<file path="src/rtl/channel_map_pkg.sv">
// Shared definitions for the channel-map sequencer and the mapping datapath:
// channel limits, sequencer states and the identity map used at reset.
package channel_map_pkg;

    localparam int MAX_CHANNELS  = 8;
    localparam int OPERAND_WIDTH = 3;
    localparam int MAP_WIDTH     = 32;

    // Identity map for all eight channels: entry i holds the value i.
    localparam logic [MAP_WIDTH-1:0] IDENTITY_MAP = 32'h00FA_C688;

    typedef enum logic [1:0] {
        IDLE,
        CHECK,
        WAIT_FRAME
    } seq_state_t;

    // Bit mask covering the entries of the first num_channels channels.
    function automatic logic [MAP_WIDTH-1:0] map_mask(input int num_channels);
        logic [MAP_WIDTH-1:0] mask;
        mask = '0;
        for (int i = 0; i < MAX_CHANNELS; i++) begin
            if (i < num_channels) begin
                mask[i*OPERAND_WIDTH +: OPERAND_WIDTH] = '1;
            end
        end
        return mask;
    endfunction

endpackage

</file>
<file path="src/rtl/channel_map_checker.sv">
// Iterative permutation validator. It walks the shadow map one entry per
// cycle while active. An entry is bad if its physical value is out of range
// or has already been claimed by an earlier entry. done/error are
// combinational so the sequencer can leave CHECK on the edge that evaluates
// the last entry.
module channel_map_checker
    import channel_map_pkg::*;
#(
    parameter int NUM_CHANNELS = 8
) (
    input  logic                 clk,
    input  logic                 rst_n,
    input  logic                 start,
    input  logic                 active,
    input  logic [MAP_WIDTH-1:0] map,
    output logic                 done,
    output logic                 error
);

    localparam logic [OPERAND_WIDTH:0]   CHAN_LIMIT = (OPERAND_WIDTH+1)'(NUM_CHANNELS);
    localparam logic [OPERAND_WIDTH-1:0] LAST_IDX   = OPERAND_WIDTH'(NUM_CHANNELS - 1);

    logic [OPERAND_WIDTH-1:0] idx;
    logic [MAX_CHANNELS-1:0]  seen;
    logic                     err_acc;
    logic [OPERAND_WIDTH-1:0] entry_value;
    logic                     entry_bad;

    // Classify the entry under the index against range and the seen-mask.
    always_comb begin
        entry_value = map[int'(idx)*OPERAND_WIDTH +: OPERAND_WIDTH];
        entry_bad   = ({1'b0, entry_value} >= CHAN_LIMIT) || seen[entry_value];
        done        = active && (idx == LAST_IDX);
        error       = err_acc || entry_bad;
    end

    // Advance the index and record claimed physical channels or failures.
    always_ff @(posedge clk or negedge rst_n) begin
        if (!rst_n) begin
            idx     <= '0;
            seen    <= '0;
            err_acc <= 1'b0;
        end else if (start) begin
            idx     <= '0;
            seen    <= '0;
            err_acc <= 1'b0;
        end else if (active) begin
            idx <= idx + 1'b1;
            if (entry_bad) begin
                err_acc <= 1'b1;
            end else begin
                seen[entry_value] <= 1'b1;
            end
        end
    end

endmodule

</file>
<file path="src/rtl/channel_map_sequencer.sv">
// Owns the shadow and active channel maps. Writes land in the shadow map
// while idle, a commit request validates the shadow map as a permutation,
// and a valid map is copied into the active map on the next frame boundary
// so no frame ever sees a partial or duplicate mapping.
module channel_map_sequencer
    import channel_map_pkg::*;
#(
    parameter int NUM_CHANNELS  = 8,
    parameter int OPERAND_WIDTH = 3
) (
    input  logic                     clk,
    input  logic                     rst_n,
    input  logic                     wrStrobe,
    input  logic [OPERAND_WIDTH-1:0] wrLogical,
    input  logic [OPERAND_WIDTH-1:0] wrPhysical,
    input  logic                     commitReq,
    input  logic                     abortReq,
    input  logic                     frameStart,
    output logic [MAP_WIDTH-1:0]     channelMap,
    output logic [MAP_WIDTH-1:0]     shadowMap,
    output logic                     busy,
    output logic                     permError,
    output logic                     writeDropped,
    output logic                     commitDone,
    output logic [15:0]              commitCount
);

    if (NUM_CHANNELS < 1 || NUM_CHANNELS > MAX_CHANNELS) begin : g_bad_channels
        $error("channel_map_sequencer: NUM_CHANNELS must be 1..8");
    end

    if (OPERAND_WIDTH != channel_map_pkg::OPERAND_WIDTH) begin : g_bad_width
        $error("channel_map_sequencer: OPERAND_WIDTH must be 3");
    end

    localparam logic [MAP_WIDTH-1:0]   RESET_MAP  = IDENTITY_MAP & map_mask(NUM_CHANNELS);
    localparam logic [OPERAND_WIDTH:0] CHAN_LIMIT = (OPERAND_WIDTH+1)'(NUM_CHANNELS);

    seq_state_t state;
    seq_state_t next_state;

    logic start_check;
    logic do_commit;
    logic set_perm;
    logic write_ok;
    logic write_drop;
    logic chk_done;
    logic chk_error;

    channel_map_checker #(
        .NUM_CHANNELS (NUM_CHANNELS)
    ) u_checker (
        .clk    (clk),
        .rst_n  (rst_n),
        .start  (start_check),
        .active (state == CHECK),
        .map    (shadowMap),
        .done   (chk_done),
        .error  (chk_error)
    );

    // State register.
    always_ff @(posedge clk or negedge rst_n) begin
        if (!rst_n) begin
            state <= IDLE;
        end else begin
            state <= next_state;
        end
    end

    // Next-state selection; abort beats a simultaneous frame boundary.
    always_comb begin
        next_state = state;
        case (state)
            IDLE: begin
                if (commitReq) begin
                    next_state = CHECK;
                end
            end
            CHECK: begin
                if (chk_done) begin
                    next_state = chk_error ? IDLE : WAIT_FRAME;
                end
            end
            WAIT_FRAME: begin
                if (abortReq || frameStart) begin
                    next_state = IDLE;
                end
            end
            default: next_state = IDLE;
        endcase
    end

    // Per-state control strobes for the map, flag and counter registers.
    always_comb begin
        start_check = (state == IDLE) && commitReq;
        do_commit   = (state == WAIT_FRAME) && frameStart && !abortReq;
        set_perm    = (state == CHECK) && chk_done && chk_error;
        write_ok    = (state == IDLE) && wrStrobe && ({1'b0, wrLogical} < CHAN_LIMIT);
        write_drop  = (state != IDLE) && wrStrobe;
    end

    // Shadow map takes accepted entry writes.
    always_ff @(posedge clk or negedge rst_n) begin
        if (!rst_n) begin
            shadowMap <= RESET_MAP;
        end else if (write_ok) begin
            shadowMap[int'(wrLogical)*OPERAND_WIDTH +: OPERAND_WIDTH] <= wrPhysical;
        end
    end

    // Active map, commit pulse and commit counter move together on a commit.
    always_ff @(posedge clk or negedge rst_n) begin
        if (!rst_n) begin
            channelMap  <= RESET_MAP;
            commitDone  <= 1'b0;
            commitCount <= '0;
        end else begin
            commitDone <= do_commit;
            if (do_commit) begin
                channelMap  <= shadowMap;
                commitCount <= commitCount + 16'd1;
            end
        end
    end

    // Sticky status flags, cleared when a new commit starts, plus busy.
    always_ff @(posedge clk or negedge rst_n) begin
        if (!rst_n) begin
            permError    <= 1'b0;
            writeDropped <= 1'b0;
            busy         <= 1'b0;
        end else begin
            busy <= (next_state != IDLE);
            if (start_check) begin
                permError    <= 1'b0;
                writeDropped <= 1'b0;
            end else begin
                if (set_perm) begin
                    permError <= 1'b1;
                end
                if (write_drop) begin
                    writeDropped <= 1'b1;
                end
            end
        end
    end

endmodule

</file>
<file path="config.mk">
export PLATFORM = sky130hd
export DESIGN_NAME = channel_map_sequencer
export DESIGN_NICKNAME = d
export VERILOG_FILES = /design/src/rtl/channel_map_pkg.sv /design/src/rtl/channel_map_checker.sv /design/src/rtl/channel_map_sequencer.sv
export SDC_FILE = /design/constraint.sdc
export NUM_CORES = 1
export LEC_CHECK = 0
export BUFFER_PORTS_ARGS = -buffer_cell sky130_fd_sc_hd__buf_4
export CAP_MARGIN = 10
export CORE_ASPECT_RATIO = 0.5
export CORE_MARGIN = 3
export CORE_UTILIZATION = 38
export CTS_BUF_LIST = sky130_fd_sc_hd__clkbuf_16
export CTS_CLUSTER_DIAMETER = 150
export DETAILED_ROUTE_END_ITERATION = 10
export HOLD_SLACK_MARGIN = 0.06
export SETUP_SLACK_MARGIN = 0.4
export SLEW_MARGIN = 20
export SYNTH_ARGS = -nofsm -noshare
export SYNTH_HDL_FRONTEND = slang
export SYNTH_SLANG_ARGS = --single-unit
</file>
<file path="constraint.sdc">
create_clock -name clk -period 2.15 [get_ports clk]
set_input_delay 0.215 -clock clk [delete_from_list [all_inputs] [get_ports clk]]
set_output_delay 0.215 -clock clk [all_outputs]
set_load 0.03 [all_outputs]
</file>
# Word-level counts from Yosys, hierarchy flattened
# Cells that the tools add are included.
# W data, S select, Z words.
# op_classes
shift	3
magnitude_cmp	2
eq_ne	4
bitwise_logic	1
reduce_logical	21
n_mux	22
mul	2
addsub	3
# ops
cell	n
$neg A5 Y33	1
$shift A3 B33 Y32 const A	1
$shiftx A3 B33 Y32	1
$bwmux W32	1
$shiftx A32 B32 Y3	1
$mux W8	3
$add A16 B1 Y16 const B	1
$reduce_bool A2 Y1	6
$mul A3 B2 Y5 const B	2
$logic_and A1 B1 Y1	9
$mux W1	9
$mux W2	4
$or A8 B8 Y8	1
$mux W3	2
$pmux W2 S3	1
$lt A3 B4 Y1 const B	1
$reduce_and A2 Y1	2
$add A3 B1 Y3 const B	1
$bmux W1 S3	1
$demux W1 S3	1
$eq A3 B3 Y1 const B	1
$ge A3 B1 Y1 const B	1
$eq A2 B1 Y1 const B	1
$eq A2 B2 Y1 const B	1
4 further kinds	5
# word_totals
in_bits	12
ff_bits	98
elab_cells	69

# Logic depth before layout (Yosys ltp)
# Gate-level depths: netlist of the first run.
# logic_depth
ltp_word	10
mapped_depth	7
depth_no_buf	7

# Modules after synthesis
# From an unflattened synthesis of the first run, not the netlist that was laid out.
# unflattened
hier_cells	308
area_unflattened_um2	4090.2
# modules_own_cells
mod	area_each_um2	n_inst	cells_each
channel_map_sequencer	3211.8	1	231
channel_map_checker	878.3	1	77

# Worst setup path before layout of the first run
# Ideal clock, no wire load.
# synth_timing
kind	reg-to-reg
from	register shadowMap[11]
to	register busy
slack_ns	-0.280
path_buffers	0
arrival_ns	2.306
stages_incl_launch_ff	7
setup_ns	0.124
path_cell_list	dfrtp_1 mux4_1 mux2_2 or4bb_1 o211ai_2 a211oi_4 a211o_1
# synth_via
elab_chain_cells	8
# synth_rtl
element	line_no	text
start, declared	channel_map_sequencer.sv:20	output logic [MAP_WIDTH-1:0] shadowMap,
start signal, assigned by index	channel_map_sequencer.sv:108	shadowMap[int'(wrLogical)*OPERAND_WIDTH +: OPERAND_WIDTH] <= wrPhysical;
$shiftx A32 B32 Y3	channel_map_checker.sv:31	entry_value = map[int'(idx)*OPERAND_WIDTH +: OPERAND_WIDTH];
$bmux W1 S3	channel_map_checker.sv:32	entry_bad = ({1'b0, entry_value} >= CHAN_LIMIT) || seen[entry_value];
$mux W1 (not written as such)	channel_map_checker.sv:32	
$logic_or A1 B1 Y1	channel_map_checker.sv:34	error = err_acc || entry_bad;
$mux W2	channel_map_sequencer.sv:82	next_state = chk_error ? IDLE : WAIT_FRAME;
$mux W2	channel_map_sequencer.sv:81	if (chk_done) begin
$pmux W2 S3	channel_map_sequencer.sv:74	case (state)
$reduce_bool A2 Y1	channel_map_sequencer.sv:134	busy <= (next_state != IDLE);
end signal, assigned	channel_map_sequencer.sv:134	
end, declared	channel_map_sequencer.sv:21	output logic busy,
# No other way between the ends. The select of a mux whose other input is x is not followed.
# A chain may end at the register's enable or synchronous reset.

# Worst setup path in the final report of the first run
# layout_timing
from	register u_checker.idx[0]
to	register busy
# layout_via
elab_chain_cells	9
word_cells_on_any_way	11
# layout_rtl
element	line_no	text
start, declared	channel_map_checker.sv:23	logic [OPERAND_WIDTH-1:0] idx;
start signal, assigned	channel_map_checker.sv:48	idx <= idx + 1'b1;
$mul A3 B2 Y5	channel_map_checker.sv:31	
$shiftx A32 B32 Y3	channel_map_checker.sv:31	
$bmux W1 S3	channel_map_checker.sv:32	
$mux W1 (not written as such)	channel_map_checker.sv:32	
$logic_or A1 B1 Y1	channel_map_checker.sv:34	
$mux W2	channel_map_sequencer.sv:82	
$mux W2 *	channel_map_sequencer.sv:81	
$pmux W2 S3 *	channel_map_sequencer.sv:74	
$reduce_bool A2 Y1 *	channel_map_sequencer.sv:134	
# Mark *: on every way between the ends. The rest lies on a longest branch, timed or not. The select of a mux whose other input is x is not followed.

==> impl_results.md, run 1 <==
- Ant diodes: 0
- Vias in the first global route: 2,896
- Worst setup margin: -0.2295 ns
- Clock share of power: 22.1%
- Clk root buf: clkbuf_16
- Required @ worst endpoint: 2.36 ns
- Vias: 2,904
- Final worst path period need: 2.380 ns
- Yosys warning count: 0
- CP Launch Type: flop
- Cells after synthesis: 313
- Routed vias/inst: 4.897
- Final nets: 471
- WL final: 9515 µm
- Buffers plus inverters on the worst setup path: 1
- Pre-Repair DR Iteration Count: 4
- Hold slack final: 0.1610 ns
- FMAX: 0.4203 GHz
- Pin count of the biggest net entering global routing: 38
- Crit. End Element: flop
- DRT iter0 DRCs: 156
- Sequential area share after synthesis: 56.53%
- Placed Area: 5039 µm²
- Status: complete, but fails checks
- DP HPWL: 6997 µm
- Post-route ant nets: 0
- Final Hold Viols: 0
- Final Max Tran Viols: 0
- Initial core utilization: 40.46%
- GRT Overall Usage: 16.76%
- Failing checks: setup timing
- Max Cap Viol: 0
- Clock Pin Slew Worst Setup and Hold Paths: 0.06 ns
- RSZ-0062 raised after global routing: true
- Critical Setup Path Class: reg2reg
- Num CTS Buffers: 9
- DIE WIDTH: 150.2 µm
- Sw Ratio: 35.52%
- Critical path arrival: 2.59 ns
- Switching power: 2189 µW
- Cell area after layout: 5459 µm²
- Syn_area_per_cell: 12.62 µm²
- Worst VDD drop: 0.0005502 V
- Die H: 78.08 µm
- Sequential power share: 36.7%
- Hold Crit Class: in2reg
- P_leak: 0.002674 µW
- Synth unique cells: 39
- Clock Latency Late Sink: 0.33 ns
- Async set or reset register ratio after synthesis: 100.0%
- Core Box Area: 9759 µm²
- Initial antenna violation count: 0
- CTS sink count: 88
- H-tree levels: 3
- Remaining DRCs: 0
- IO buf count: 85
- Internal cell power: 3974 µW
- Share of layout cells above drive strength 1: 53.06%
- DIE AREA: 11,720 µm²
- Max FO, Critical Path: 8
- Sequence of cells on the critical path: buf_6, mux2i_1, mux4_2, or4b_4, o211ai_2, a211oi_4, a211o_1
- Combinational power share: 41.1%
- Placement Rows: 25
- Slowest cell on the critical path: or4b_4
- Clock Skews: 0.004859 ns
- CTS tree: built
- Worst path top cell family by delay: multiplexers
- Cell area after synthesis: 3949 µm²
- Cell Pwr Density: 1129 nW/µm²
- I/O pin count: 96
- Final setup violation count: 10
- Top FF cell, synth: dfrtp_1
- FF+latch count, synth: 88
- Global-route wire length before repair: 15,350 µm
- Relative slew margins: 65.87%
- Congestion Overflow GR: 0
- Tcrit/Tclk final: 110.7%
- Worst-Margin Slew: 0.5048 ns
- Area Overhead vs Synth: 38.24%
- Post-synth EDFFs: 0
- Max Root-Sink Buffers: 2
- Routed WL per cell: 16.05 µm
- Critical Path Max Stage Delay: 0.53 ns
- Gpl congestion: 0.8305
cell usage in the layout, fill, tap and decap left out, types with 8 or more instances in the layout:
cell type  count
clkbuf_16      9
nand2_1       34
o21ai_0       14
nor2_1        17
mux2_2        43
dfrtp_1       58
nand3_1       13
xnor2_1       10
mux2i_1       10
buf_4        130
dfstp_2       24
inv_1          8
conb_1        10
stage by stage:
step | TNS, ns | total power (µW) | worst slack [ns] | utilization [%] | cells
after floorplan | -1.519 | 3587 | -0.2142 | - | 322
final | -1.750 | 6164 | -0.2295 | 55.94 | 593
after detailed placement | -2.706 | 4554 | -0.3022 | 51.63 | 565
after global placement | -1.440 | 4495 | -0.1716 | 51.63 | 565
after global routing | -2.471 | 6505 | -0.2823 | 55.94 | 593
after CTS | -2.065 | 6029 | -0.2340 | 54.95 | 586
layout make-up:
cell class,instances,area [µm²]
well taps,135,168.9
clock inverters,7,32.53
clock buffers,9,225.2
multi-input cells,212,1712
flip-flops and latches,88,2240
inverters,5,18.77
fillers,833,4300
repair buffers,137,1062
cells by family after synthesis:
| logic type | after synthesis | share of synthesized area (%) |
|---|---|---|
| flops | 88 | 56.53 |
| buf+inv | 22 | 3.232 |
| xor+xnor | 16 | 3.549 |
| fa+ha+maj | 6 | 1.901 |
| compound gates | 30 | 5.545 |
| simple gates | 90 | 11.09 |
| mux | 60 | 18.06 |
| other cells | 1 | 0.09497 |
power groups by stage:
stage	Combinational [µW]	Clock [µW]	Sequential (µW)
finish	2540	1360	2260
global route	2720	1490	2300
CTS	2370	1410	2250
detailed placement	2290	0	2270
global placement	2220	0	2280
floorplan	974	0	2610
worst min-delay path, cell delays in order:
cell      delay [ns]
buf_4           0.09
nand2b_1        0.09
a21oi_1         0.06
layer usage:
layer	global-route usage [%]	vias to the layer above	share of wire, %
li1	-	1365	-
met1	22.55	1460	46
met2	27.01	67	48
met3	4.498	12	4.7
met4	4.653	0	1.4
met5	0	-	0
sequential cells by signal (all words and copies together), names as in the netlist:
| name | count |
|---|---|
| u_checker.err_acc | 1 |
| commitDone | 1 |
| state | 2 |
| commitCount | 16 |
| busy | 1 |
| shadowMap | 27 |
| permError | 1 |
| channelMap | 27 |
| writeDropped | 1 |
| u_checker.idx | 3 |
| u_checker.seen | 8 |
cell usage after synthesis, types with 2 or more instances:
cell / count / area (µm²)
mux2i_1: 12 / 120.1
mux2_2: 44 / 495.5
dfrtp_1: 64 / 1602
o21ai_0: 15 / 75.07
nand3_1: 14 / 70.07
mux4_2: 2 / 45.04
nor3_1: 4 / 20.02
and2_2: 2 / 15.01
and3_1: 2 / 12.51
nand2b_1: 2 / 12.51
nor4bb_1: 3 / 30.03
a22o_1: 3 / 26.28
nand2_1: 34 / 127.6
clkbuf_1: 6 / 22.52
xor2_1: 6 / 52.55
a32o_1: 5 / 50.05
dfstp_2: 24 / 630.6
buf_4: 10 / 75.07
mux4_1: 2 / 52.55
nand4_1: 3 / 18.77
nor2_1: 19 / 71.32
a21oi_1: 2 / 10.01
xnor2_1: 10 / 87.58
inv_1: 5 / 18.77
ha_1: 6 / 75.07
final timing paths:
| check | to | cells after the start | slack, ns | startpoint |
|---|---|---|---|---|
| hold reg to reg | commitCount[15]$_DFFE_PN0P_ | 1 | 0.46 | commitCount[15]$_DFFE_PN0P_ |
| setup reg to reg | busy$_DFF_PN0_ | 7 | -0.23 | u_checker.idx[0]$_DFFE_PN0P_ |
| hold / removal | writeDropped$_DFFE_PN0P_ | 3 | 0.16 | commitReq |
| min in group asynchronous | commitCount[6]$_DFFE_PN0P_ | 2 | 0.39 | rst_n |
| max in group asynchronous | channelMap[14]$_DFFE_PN1P_ | 3 | 1.07 | rst_n |
| setup / recovery | busy$_DFF_PN0_ | 7 | -0.23 | u_checker.idx[0]$_DFFE_PN0P_ |
what timing repair did:
| action | 4_1_cts | 5_1_grt |
|---|---|---|
| hold endpoints to repair | 24 | 0 |
| resized for setup | 8 | 9 |
| pin swaps | 10 | 14 |
| buffers inserted | 4 | 7 |
| hold buffers | 1 | 0 |
| setup endpoints to repair | 49 | 37 |
| gates cloned | 0 | 0 |
(Power assumes the default switching activity.)
==> run 2: changes to the inputs <==
--- a/config.mk
+++ b/config.mk
@@ -9,11 +9,12 @@
 export CAP_MARGIN = 10
 export CORE_ASPECT_RATIO = 0.5
 export CORE_MARGIN = 3
-export CORE_UTILIZATION = 38
+export CORE_UTILIZATION = 48
 export CTS_BUF_LIST = sky130_fd_sc_hd__clkbuf_16
 export CTS_CLUSTER_DIAMETER = 150
 export DETAILED_ROUTE_END_ITERATION = 10
 export HOLD_SLACK_MARGIN = 0.06
+export PLACE_DENSITY = 0.76
 export SETUP_SLACK_MARGIN = 0.4
 export SLEW_MARGIN = 20
 export SYNTH_ARGS = -nofsm -noshare
==> run 2 against run 1 <==
Against the previous run: the flow still finishes with violations (setup timing); first-iteration DRC count rose by 63%; core utilization up 19 points; setup slack worse by 0.044 ns; global-route usage rose by 6.0 points; power increased by 2.6%; critical endpoint unchanged; largest power group unchanged; highest routed layer unchanged.
==> impl_results.md, run 2 (same netlist as run 1, synthesis figures left out) <==
- RSZ-0062 raised after global routing: true (unchanged)
- Crit. End Element: flop (unchanged)
- I/O pin count: 96 (unchanged)
- Failing checks: setup timing (unchanged)
- Final setup violation count: 11 (was 10)
- Pre-Repair DR Iteration Count: 4 (unchanged)
- Remaining DRCs: 0 (unchanged)
- DIE AREA: 9417 µm² (was 11,720 µm²)
- Largest regs: channelMap x27, shadowMap x27, commitCount x16 (unchanged)
- Clock Pin Slew Worst Setup and Hold Paths: 0.06 ns (about the same)
- Tcrit/Tclk final: 112.7% (was 110.7%)
- Routed vias/inst: 5.310 (was 4.897)
- DIE WIDTH: 134.3 µm (was 150.2 µm)
- Hold Crit Class: in2reg (unchanged)
- H-tree levels: 3 (unchanged)
- Clock Skews: 0.006078 ns (was 0.004859 ns)
- Routed WL per cell: 18.25 µm (was 16.05 µm)
- FMAX: 0.4127 GHz (was 0.4203 GHz)
- Vias: 3,053 (was 2,904)
- Final Hold Viols: 0 (unchanged)
- Vias in the first global route: 3,304 (was 2,896)
- CTS tree: built (unchanged)
- Buffers plus inverters on the worst setup path: 1 (unchanged)
- Worst path top cell family by delay: multiplexers (unchanged)
- Worst VDD drop: 0.0006033 V (was 0.0005502 V)
- GRT Overall Usage: 22.75% (was 16.76%)
- Overall power: 6323 µW (was 6164 µW)
- Share of layout cells above drive strength 1: 57.60% (was 53.06%)
- Core Box Area: 7652 µm² (was 9759 µm²)
- Global-route wire length before repair: 16,670 µm (was 15,350 µm)
- Required @ worst endpoint: 2.38 ns (was 2.36 ns)
- Final TNS setup: -2.340 ns (was -1.750 ns)
- DP HPWL: 7099 µm (was 6997 µm)
- Critical Path Max Stage Delay: 0.49 ns (was 0.53 ns)
- Critical Setup Path Class: reg2reg (unchanged)
- Critical path arrival: 2.65 ns (was 2.59 ns)
- Status: complete, but fails checks (unchanged)
- Final Max Tran Viols: 0 (unchanged)
- WL final: 10,500 µm (was 9515 µm)
- Gpl congestion: 0.8600 (was 0.8305)
- Relative slew margins: 43.39% (was 65.87%)
- Pin count of the biggest net entering global routing: 72 (was 38)
- Commonest non-fill, non-tap cell in the layout: buf_4 (unchanged)
- Worst-Margin Slew: 0.8492 ns (was 0.5048 ns)
- Initial core utilization: 51.60% (was 40.46%)
- CTS sink count: 88 (unchanged)
- Fin util: 74.79% (was 55.94%)
- Max Cap Viol: 0 (unchanged)
- Clk root buf: clkbuf_16 (unchanged)
- Worst slack, placed: -0.3465 ns (was -0.3022 ns)
- Commonest cells after routing, fill and taps aside: buf_4 (130), dfrtp_1 (59), mux2_2 (37) (was buf_4 (130), dfrtp_1 (58), mux2_2 (43))
- Cell area after layout: 5723 µm² (was 5459 µm²)
- P_leak: 0.002819 µW (was 0.002674 µW)
- CP Launch Type: flop (unchanged)
- Worst setup margin: -0.2733 ns (was -0.2295 ns)
- Placement Rows: 22 (was 25)
- Congestion Overflow GR: 0 (unchanged)
- Die H: 70.14 µm (was 78.08 µm)
- IO buf count: 85 (unchanged)
- Area Overhead vs Synth: 44.93% (was 38.24%)
- Initial antenna violation count: 0 (unchanged)
- Num CTS Buffers: 9 (unchanged)
- Final worst path period need: 2.423 ns (was 2.380 ns)
- Max Root-Sink Buffers: 2 (unchanged)
- Final nets: 480 (was 471)
- Clock Latency Late Sink: 0.34 ns (was 0.33 ns)
- Post-route ant nets: 0 (unchanged)
- Placed Area: 5000 µm² (was 5039 µm²)
- Ant diodes: 0 (unchanged)
- Cell Pwr Density: 1105 nW/µm² (was 1129 nW/µm²)
- Max FO, Critical Path: 8 (unchanged)
- DRT iter0 DRCs: 255 (was 156)
- Sequence of cells on the critical path: buf_12, mux4_2, mux2_4, or4bb_1, o211ai_2, a211oi_4, a211o_1 (was buf_6, mux2i_1, mux4_2, or4b_4, o211ai_2, a211oi_4, a211o_1)
- Slowest cell on the critical path: mux4_2 (was or4b_4)
[run 2: area by class of cell]
type | instances | area, µm²
Clock buffer | 9 | 225.2
Clock inverter | 7 | 32.53
Fill cell | 489 | 1929
Inverter | 5 | 18.77
Multi-Input combinational cell | 212 | 1883
Sequential cell | 88 | 2238
Tap cell | 108 | 135.1
Timing Repair Buffer | 146 | 1190
[run 2: final timing paths]
| path | from | endpoint | slack (ns) | cells after the start |
|---|---|---|---|---|
| min reg2reg | commitCount[15]$_DFFE_PN0P_ | commitCount[15]$_DFFE_PN0P_ | 0.48 | 1 |
| max | u_checker.idx[0]$_DFFE_PN0P_ | busy$_DFF_PN0_ | -0.27 | 7 |
| min in group asynchronous | rst_n | shadowMap[16]$_DFFE_PN0P_ | 0.54 | 2 |
| max reg2reg | u_checker.idx[0]$_DFFE_PN0P_ | busy$_DFF_PN0_ | -0.27 | 7 |
| min | commitReq | writeDropped$_DFFE_PN0P_ | 0.16 | 3 |
| max in group asynchronous | rst_n | commitCount[15]$_DFFE_PN0P_ | 0.95 | 3 |
[run 2: repair_timing]
action / 4_1_cts / 5_1_grt
pin swaps: 21 / 18
gates cloned: 0 / 1
setup endpoints to repair: 48 / 60
hold buffers: 1 / 0
hold endpoints to repair: 45 / 0
resized for setup: 17 / 44
setup buffers: 7 / 11
[run 2: worst register-to-register path, stage by stage, from the launching register on]
cell and delay, ns:
dfrtp_2 0.42, buf_12 0.12, mux4_2 0.49, mux2_4 0.29
or4bb_1 0.49, o211ai_2 0.13, a211oi_4 0.10, a211o_1 0.28
[run 2: power breakdown]
part           internal [µW]  total, µW  switching (µW)
logic                   1290       2670            1380
registers               2000       2280             281
clock network            761       1370             609
[run 2: metrics by stage]
| stage | instances | hold slack (ns) |
|---|---|---|
| 2_1_floorplan | 322 | -0.08059 |
| 3_3_place_gp | 539 | 0.3617 |
| 3_5_place_dp | 539 | 0.3915 |
| 4_1_cts | 563 | 0.1474 |
| 5_1_grt | 575 | 0.1816 |
| 6_report | 575 | 0.1599 |
[run 2: layer usage]
layer,routed length [µm],vias to the layer above,track usage [%]
met3,566,20,6.331
met4,154,0,8.465
met2,5383,96,39.88
met5,0,-,0
li1,-,1389,-
met1,4392,1548,26.87
==> run 3: changes to the inputs <==
--- a/config.mk
+++ b/config.mk
@@ -8,13 +8,12 @@
 export BUFFER_PORTS_ARGS = -buffer_cell sky130_fd_sc_hd__buf_4
 export CAP_MARGIN = 10
 export CORE_ASPECT_RATIO = 0.5
-export CORE_MARGIN = 3
 export CORE_UTILIZATION = 48
 export CTS_BUF_LIST = sky130_fd_sc_hd__clkbuf_16
 export CTS_CLUSTER_DIAMETER = 150
 export DETAILED_ROUTE_END_ITERATION = 10
 export HOLD_SLACK_MARGIN = 0.06
-export PLACE_DENSITY = 0.76
+export PLACE_DENSITY_LB_ADDON = 0.05
 export SETUP_SLACK_MARGIN = 0.4
 export SLEW_MARGIN = 20
 export SYNTH_ARGS = -nofsm -noshare
==> run 3 against run 2 <==
Against the previous run: the flow still finishes with violations (setup timing); flip-flop and latch count did not move; final cell count fell by 0.52%; setup slack got worse by 0.089 ns; sequential power barely moved; register-to-register slack got worse by 0.09 ns; final area fell by 3.3%; critical endpoint unchanged.
==> impl_results.md, run 3 (same netlist as run 1, synthesis figures left out) <==
- Tcrit/Tclk final: 116.8% (was 112.7%)
- Critical Setup Path Class: reg2reg (unchanged)
- DIE WIDTH: 130.3 µm (was 134.3 µm)
- Global-route wire length before repair: 15,170 µm (was 16,670 µm)
- Clock Skews: 0.003667 ns (was 0.006078 ns)
- Remaining DRCs: 0 (unchanged)
- Routed WL per cell: 16.57 µm (was 18.25 µm)
- GRT Overall Usage: 24.10% (was 22.75%)
- Overall power: 6505 µW (was 6323 µW)
- DRT iter0 DRCs: 257 (was 255)
- Die H: 66.14 µm (was 70.14 µm)
- Final Hold Viols: 0 (unchanged)
- Final nets: 477 (was 480)
- Worst setup margin: -0.3621 ns (was -0.2733 ns)
- P_leak: 0.002716 µW (was 0.002819 µW)
- Required @ worst endpoint: 2.38 ns (about the same)
- Core Box Area: 7652 µm² (unchanged)
- Reg-to-Reg Start: u_checker.idx[0]$_DFFE_PN0P_ (unchanged)
- Vias in the first global route: 2,926 (was 3,304)
- Commonest cells after routing, fill and taps aside: buf_4 (134), dfrtp_1 (58), mux2_2 (41) (was buf_4 (130), dfrtp_1 (59), mux2_2 (37))
- Relative slew margins: 61.72% (was 43.39%)
- Worst VDD drop: 0.0006674 V (was 0.0006033 V)
- Crit. End Element: flop (unchanged)
- IO buf count: 85 (unchanged)
- Pin count of the biggest net entering global routing: 40 (was 72)
- Placement Rows: 22 (unchanged)
- WL final: 9479 µm (was 10,500 µm)
- H-tree levels: 3 (unchanged)
- Max Cap Viol: 0 (unchanged)
- CP Launch Type: flop (unchanged)
- I/O pin count: 96 (unchanged)
- Dpl cells: 541 (was 539)
- Ant diodes: 0 (unchanged)
- Clk root buf: clkbuf_16 (unchanged)
- Final worst path period need: 2.512 ns (was 2.423 ns)
- Pre-Repair DR Iteration Count: 4 (unchanged)
- Routed vias/inst: 5.208 (was 5.310)
- Failing checks: setup timing (unchanged)
- Filler cells: 568 (was 489)
- CTS tree: built (unchanged)
- Critical path arrival: 2.74 ns (was 2.65 ns)
- Area Overhead vs Synth: 40.21% (was 44.93%)
- Post-route ant nets: 0 (unchanged)
- Gpl congestion: 0.8812 (was 0.8600)
- RSZ-0062 raised after global routing: true (unchanged)
- HP Start: commitReq (unchanged)
- Status: complete, but fails checks (unchanged)
- Vias: 2,979 (was 3,053)
- Cell Pwr Density: 1175 nW/µm² (was 1105 nW/µm²)
- Share of layout cells above drive strength 1: 55.17% (was 57.60%)
- Initial core utilization: 51.60% (unchanged)
- Max FO, Critical Path: 5 (was 8)
- DP HPWL: 6809 µm (was 7099 µm)
- Clock Latency Late Sink: 0.34 ns (about the same)
- Max Root-Sink Buffers: 2 (unchanged)
- Hold Crit Class: in2reg (unchanged)
- Final setup violation count: 12 (was 11)
- Worst-Margin Slew: 0.5721 ns (was 0.8492 ns)
- FMAX: 0.3981 GHz (was 0.4127 GHz)
- Final TNS setup: -3.270 ns (was -2.340 ns)
- Clock Pin Slew Worst Setup and Hold Paths: 0.06 ns (about the same)
- CTS sink count: 88 (unchanged)
- Fin cells: 572 (was 575)
- Crit path launch: u_checker.idx[0]$_DFFE_PN0P_ (unchanged)
- Congestion Overflow GR: 0 (unchanged)
- Largest regs: channelMap x27, shadowMap x27, commitCount x16 (unchanged)
- Num CTS Buffers: 9 (unchanged)
- Final Max Tran Viols: 0 (unchanged)
- Commonest non-fill, non-tap cell in the layout: buf_4 (unchanged)
- Initial antenna violation count: 0 (unchanged)
- DIE AREA: 8615 µm² (was 9417 µm²)
[run 3: cell count changes in the layout (fill, tap and decap cells not counted), sizes merged]
cell,previous run,this run
buf,144,142
bufinv,0,1
clkbuf,10,9
clkinv,3,5
inv,8,5
[run 3: final timing paths]
kind,endpoint,slack [ns],cells past startpoint
min reg2reg,commitCount[15]$_DFFE_PN0P_,0.47,1
max,busy$_DFF_PN0_,-0.36,8
max in group asynchronous,shadowMap[19]$_DFFE_PN1P_,1.04,3
min,writeDropped$_DFFE_PN0P_,0.16,3
max reg2reg,busy$_DFF_PN0_,-0.36,8
min in group asynchronous,commitCount[9]$_DFFE_PN0P_,0.39,2
[run 3: layout make-up]
class / instances / area, µm² / share of cell area, %
flip-flops and latches: 88 / 2240 / 40.45
inverters: 5 / 18.77 / 0.3390
multi-input cells: 212 / 1745 / 31.53
repair buffers: 143 / 1110 / 20.05
clock buffers: 9 / 225.2 / 4.068
well taps: 108 / 135.1 / 2.441
clock inverters: 7 / 62.56 / 1.130
[run 3: per-layer routing]
layer | wire (µm) | global-route usage (%) | part of all wire [%]
met1 | 4434 | 33.58 | 47
met5 | 0 | 0 | 0
met2 | 4422 | 37.10 | 47
met4 | 72 | 6.105 | 0.76
met3 | 548 | 6.877 | 5.8
[run 3: worst max-delay path: stages (launching register included)]
cell and delay, ns:
dfrtp_2 0.46, buf_6 0.15, mux2i_1 0.14, mux4_2 0.52, or4bb_4 0.55, o211ai_4 0.11, a211oi_4 0.08, buf_6 0.14
a211o_1 0.24
[run 3: where the power goes]
group	switching [µW]	internal [µW]
clock	636	888
sequential	273	2000
combinational	1370	1340
[run 3: repair_timing]
| action | CTS | global route |
|---|---|---|
| setup endpoints to repair | 47 | 41 |
| setup buffers | 10 | 4 |
| hold endpoints to repair | 24 | 0 |
| resized for setup | 15 | 14 |
| pin swaps | 7 | 7 |
| hold buffers | 1 | 0 |
[run 3: stage by stage]
step | instance area (µm²) | setup WS [ns] | hold WS, ns | util, %
2_1_floorplan | 4014 | -0.2142 | -0.08059 | -
3_3_place_gp | 5015 | -0.2011 | 0.2094 | 65.53
3_5_place_dp | 5015 | -0.3630 | 0.2182 | 65.53
4_1_cts | 5451 | -0.3390 | 0.1527 | 71.24
5_1_grt | 5537 | -0.4279 | 0.1654 | 72.35
6_report | 5537 | -0.3621 | 0.1641 | 72.35
